**src/rtl/imem_loader.sv**
```systemverilog
// imem_loader: boot-time instruction-memory loader.
// It receives a length-prefixed byte stream and assembles big-endian 32-bit words.
// Each word is written to instruction memory from word index 0 upward.
// The CPU is held in reset until the trailing XOR checksum has been verified.
module imem_loader #(
  parameter int ADDR_W = 10
) (
  input  logic              clk,
  input  logic              rst,
  input  logic              start,
  input  logic              in_valid,
  input  logic [7:0]        in_data,
  output logic              in_ready,
  output logic              im_we,
  output logic [ADDR_W-1:0] im_addr,
  output logic [31:0]       im_wdata,
  output logic              cpu_rst,
  output logic              busy,
  output logic              done,
  output logic              err,
  output logic [15:0]       words_loaded
);

  // Largest legal image, in words. One bit wider than the length field so that
  // a 16-bit address space can still be described.
  localparam logic [16:0] DEPTH = 17'(1) << ADDR_W;

  typedef enum logic [2:0] {
    IDLE, LEN_HI, LEN_LO, DATA, CSUM, DONE, ERR
  } state_t;

  state_t      state;
  logic [7:0]  len_hi;
  logic [15:0] len;
  logic [7:0]  csum;
  logic [23:0] wbuf;
  logic [1:0]  byte_cnt;

  logic        accept;
  logic [15:0] len_n;

  assign accept = in_valid && in_ready;
  assign len_n  = {len_hi, in_data};

  // Load FSM with registered handshake, status and memory-write outputs.
  // words_loaded doubles as the word index, because it always equals the next address.
  always_ff @(posedge clk or negedge rst) begin
    if (!rst) begin
      state        <= IDLE;
      in_ready     <= 1'b0;
      busy         <= 1'b0;
      cpu_rst      <= 1'b1;
      done         <= 1'b0;
      err          <= 1'b0;
      words_loaded <= '0;
      im_we        <= 1'b0;
      im_addr      <= '0;
      im_wdata     <= '0;
      len_hi       <= '0;
      len          <= '0;
      csum         <= '0;
      wbuf         <= '0;
      byte_cnt     <= '0;
    end else begin
      im_we <= 1'b0;
      case (state)
        IDLE, DONE, ERR: begin
          if (start) begin
            state        <= LEN_HI;
            in_ready     <= 1'b1;
            busy         <= 1'b1;
            cpu_rst      <= 1'b1;
            done         <= 1'b0;
            err          <= 1'b0;
            words_loaded <= '0;
            csum         <= '0;
            byte_cnt     <= '0;
          end
        end
        LEN_HI: begin
          if (accept) begin
            len_hi <= in_data;
            state  <= LEN_LO;
          end
        end
        LEN_LO: begin
          if (accept) begin
            len <= len_n;
            if (len_n == 16'd0 || {1'b0, len_n} > DEPTH) begin
              state    <= ERR;
              err      <= 1'b1;
              in_ready <= 1'b0;
              busy     <= 1'b0;
            end else begin
              state <= DATA;
            end
          end
        end
        DATA: begin
          if (accept) begin
            csum     <= csum ^ in_data;
            wbuf     <= {wbuf[15:0], in_data};
            byte_cnt <= byte_cnt + 2'd1;
            // ---- write stage: the completed word is presented to memory next cycle ----
            if (byte_cnt == 2'd3) begin
              im_we        <= 1'b1;
              im_addr      <= words_loaded[ADDR_W-1:0];
              im_wdata     <= {wbuf, in_data};
              words_loaded <= words_loaded + 16'd1;
              if (words_loaded + 16'd1 == len) begin
                state <= CSUM;
              end
            end
          end
        end
        CSUM: begin
          if (accept) begin
            in_ready <= 1'b0;
            busy     <= 1'b0;
            if (in_data == csum) begin
              state   <= DONE;
              done    <= 1'b1;
              cpu_rst <= 1'b0;
            end else begin
              state <= ERR;
              err   <= 1'b1;
            end
          end
        end
        default: begin
          state <= IDLE;
        end
      endcase
    end
  end

endmodule

```
**config.mk**
```make
export PLATFORM = sky130hd
export DESIGN_NAME = imem_loader
export DESIGN_NICKNAME = d
export VERILOG_FILES = /design/src/rtl/imem_loader.sv
export SDC_FILE = /design/constraint.sdc
export NUM_CORES = 1
export LEC_CHECK = 0
export ABC_AREA = 1
export ABC_CLOCK_PERIOD_IN_PS = 2100
export CORE_MARGIN = 2
export CORE_UTILIZATION = 50
export DETAILED_ROUTE_END_ITERATION = 10
export PLACE_DENSITY = 0.82
export SETUP_SLACK_MARGIN = 0.1
export SLEW_MARGIN = 20
export SYNTH_ARGS = -nofsm -noshare
export SYNTH_HDL_FRONTEND = slang
export SYNTH_SLANG_ARGS = --single-unit
```
**constraint.sdc**
```tcl
create_clock -name clk -period 2.1 [get_ports clk]
set_clock_uncertainty 0.2 [all_clocks]
set_input_delay 0.21 -clock clk [delete_from_list [all_inputs] [get_ports clk]]
set_output_delay 0.21 -clock clk [all_outputs]
set_load 0.1 [all_outputs]
```
==> metrics.csv <==
stage;metric;value;unit
placement;numPortBuffers;75;
min_path;hold_path.class;input port to async pin;
clocking;clock_path_buffers;2;
placement;gp_congestion;0.9369;
floorplan;dieArea;12130;µm²
yosys;yosys-top-cells-area;dfrtp_1 (55%), nand2_1 (13%), o21ai_0 (7.9%);
yosys;synth.avg_cell_area;8.507;µm²
worst_setup_path;crit_slowest_cell;dfrtp_4;
yosys;ys_ff_latch;124;
timing;finalCritPeriodShare;97.87;%
status;status;finished clean;
timing;rsz0062_at_grt;true;
worst_setup_path;cp.required;2250;ps
global_routing;antenna_found_initial;0;
worst_setup_path;critical_path.max_fanout;6;
yosys;yosysWarningCount;0;
clocking;numCtsBuffers;17;
yosys;yosysMostFrequentCell;nand2_1;
floorplan;die_width;110.1;µm
drt;top_layer;met4;
finish;layout-drive-gt1-share;24.46;%
finish;areaGrowthSynthToFinish;31.13;%
yosys;synth-async-reset-ratio;100.0;%
worst_setup_path;startpoint_type;register;
worst_setup_path;critPathMaxStageDelay;450;ps
finish;finalNetCount;794;
yosys;synth_top_area_share;54.65;%
timing;fin_setup_tns;0;ps
placement;preCtsSetupSlack;-85.70;ps
timing;final.setup.worst_slack;44.69;ps
worst_setup_path;critPathKind;register to register;
yosys;synth-simple-area-share;23.31;%
drt;wire_per_inst;15.20;µm
drt;vias_per_cell;5.350;
global_routing;grt_max_degree;53;
drt;detail_route.iter0.violations;396;
global_routing;grt_pass1_wl;22850;µm
placement;hpwlAfterDp;9850;µm
drt;wl;14180;µm
floorplan;start_util;51.50;%
finish;multi_input_area;2225;µm²
floorplan;core_area;10940;µm²
global_routing;grt_pass1_vias;4723;
drt;wl_met3;937;µm
yosys;synth_top_family_by_area;simple AND/OR/NAND/NOR gates;
drt;ant_nets;0;
worst_setup_path;crit_path_end_kind;register;
finish;regArea;3147;µm²
timing;min_period;2055;ps
timing;whs;85.20;ps
worst_setup_path;crit_chain;nand2_1, nor2_4, nand4_1, nand3b_1, nand2_1, nor2_1, nand2_1, nor2_1, nand2_2, nand2_2, nand2_1, nand2_1;
yosys;synth_seq_area_share;55.12;%
clocking;clock_latency;420;ps
timing;hold_violations;0;
clocking;tritoncts;built;
yosys;synthAdderAreaFrac;0.4443;%
timing;maxSlewViolCount;0;
yosys;synth_edf_count;0;
power;vdd.ir_drop.worst;1.851;mV
yosys;synth_compound_area_share;12.60;%
timing;max_slew.worst_pin.slew;503.5;ps
timing;fmax;486.5;MHz
floorplan;die_height;110.1;µm
worst_setup_path;arrival;2210;ps
power;p_total;8.541;mW
yosys;ys_top_cells_by_count;nand2_1 (202), dfrtp_1 (123), o21ai_0 (89);
clocking;cts_sinks;124;
run;cap_violations;0;
yosys;synth_xor_area_share;1.400;%
drt;dr_total_vias;4992;
yosys;ys_types;33;
drt;met1_length;6111;µm
worst_setup_path;critical-path-top-delay-family;simple AND/OR/NAND/NOR gates;
yosys;netlist_area;5632;µm²
finish;fillers;863;
worst_setup_path;crit_top_cell;nand2_1;
power;p_leak;3.703;nW
yosys;synthMuxAreaShare;0;%
yosys;synth_top_area_cell;dfrtp_1;
yosys;syn_inst;662;
floorplan;ioPinCount;76;
timing;setup_viol;0;
global_routing;grt-ovfl-total;0;
drt;drc;0;
drt;first_pass_iters;5;
clocking;cts_max_level;4;
clocking;clk_pin_slew_worst_paths;60;ps
yosys;synth_ff_type;dfrtp_1;
worst_setup_path;worstPathBufferInverterCount;0;
clocking;root_buffer;clkbuf_16;
floorplan;num_rows;38;
drt;wl_met2;6773;µm
power;p_per_area;1157;nW/µm²
timing;relSlewSlack;66.12;%
global_routing;track_usage;24.92;%
finish;diodes;0;
yosys;postSynthNetCount;676;
-- layout by cell type, fill, tap and decap left out, types with 2 or more instances in the layout --
master	instances
xor2_1	8
nand2_1	197
nand2_2	7
nor2_4	4
clkinv_4	2
a21oi_1	5
inv_2	3
o22ai_1	8
clkinvlp_4	2
o21ai_1	9
buf_12	4
dfrtp_1	105
inv_6	3
clkbuf_16	18
buf_4	102
nand3_1	34
o22ai_2	2
o21ai_0	83
nand3b_1	5
a22o_1	9
nor4_1	2
dfrtp_2	10
dfrtp_4	8
nor2_1	29
clkinv_2	6
nor2_2	6
inv_1	72
nor2_8	2
o21ai_2	3
nor3_1	2
nand4_1	16
clkdlybuf4s50_1	10
-- where the power goes --
part / leakage [nW] / internal, mW / switching (mW)
combinational: 1.81 / 0.826 / 1.64
clock: 0.276 / 1.65 / 1.08
sequential: 1.61 / 2.96 / 0.384
total: 3.70 / 5.44 / 3.10
-- layout make-up --
class	count	share of cell area, %
tap	140	2.372
sequential	124	42.61
timing repair buffer	119	13.44
clock buffer	18	5.947
clock inverter	14	1.610
inverter	76	3.897
multi-input combinational	442	30.13
-- what timing repair did --
action	in CTS	in global routing
setup buffers	3	2
endpoints found under the hold margin	123	0
gates cloned	1	1
pin swaps	3	2
gates resized for setup	8	14
endpoints found under the setup margin	5	57
hold buffers	1	0
-- metrics by stage --
| stage | cells | instance area [µm²] | utilization [%] |
|---|---|---|---|
| 2_1_floorplan | 662 | 5712 | - |
| 3_3_place_gp | 893 | 6689 | 61.17 |
| 3_5_place_dp | 893 | 6689 | 61.17 |
| 4_1_cts | 930 | 7311 | 66.85 |
| 5_1_grt | 933 | 7385 | 67.53 |
| 6_report | 933 | 7385 | 67.53 |
-- metal layers --
layer | up-vias | track usage (%)
met2 | 183 | 39.26
li1 | 2400 | -
met5 | - | 0
met4 | 0 | 11.07
met1 | 2377 | 33.42
met3 | 32 | 5.232
-- logic make-up after synthesis --
kind of cell	Yosys count
xor gates and xnor gates	9
and+or+nand+nor	306
AOI/OAI and AO/OA	124
buffers and inverters	97
adders and majority gates	2
DFF	124
-- sequential cells by signal (all words and copies together) (netlist names) --
signal        flops
len_hi            8
len              16
im_we             1
state             3
im_addr          10
byte_cnt          2
busy              1
im_wdata         32
words_loaded     16
wbuf             24
err               1
csum              8
done              1
cpu_rst           1
-- worst paths after layout --
check / from / to / slack, ps / depth (start not counted)
worst min-delay path: rst / im_we / 90 / 2
worst max-delay path: words_loaded[1] / state[1] / 40 / 12
max in group asynchronous: rst / cpu_rst / 920 / 3
min in group clk: im_wdata[29] / im_wdata[29] / 280 / 2
worst min register to register: im_wdata[29] / im_wdata[29] / 280 / 2
worst max register to register: words_loaded[1] / state[1] / 40 / 12
(Power assumes the default switching activity.)
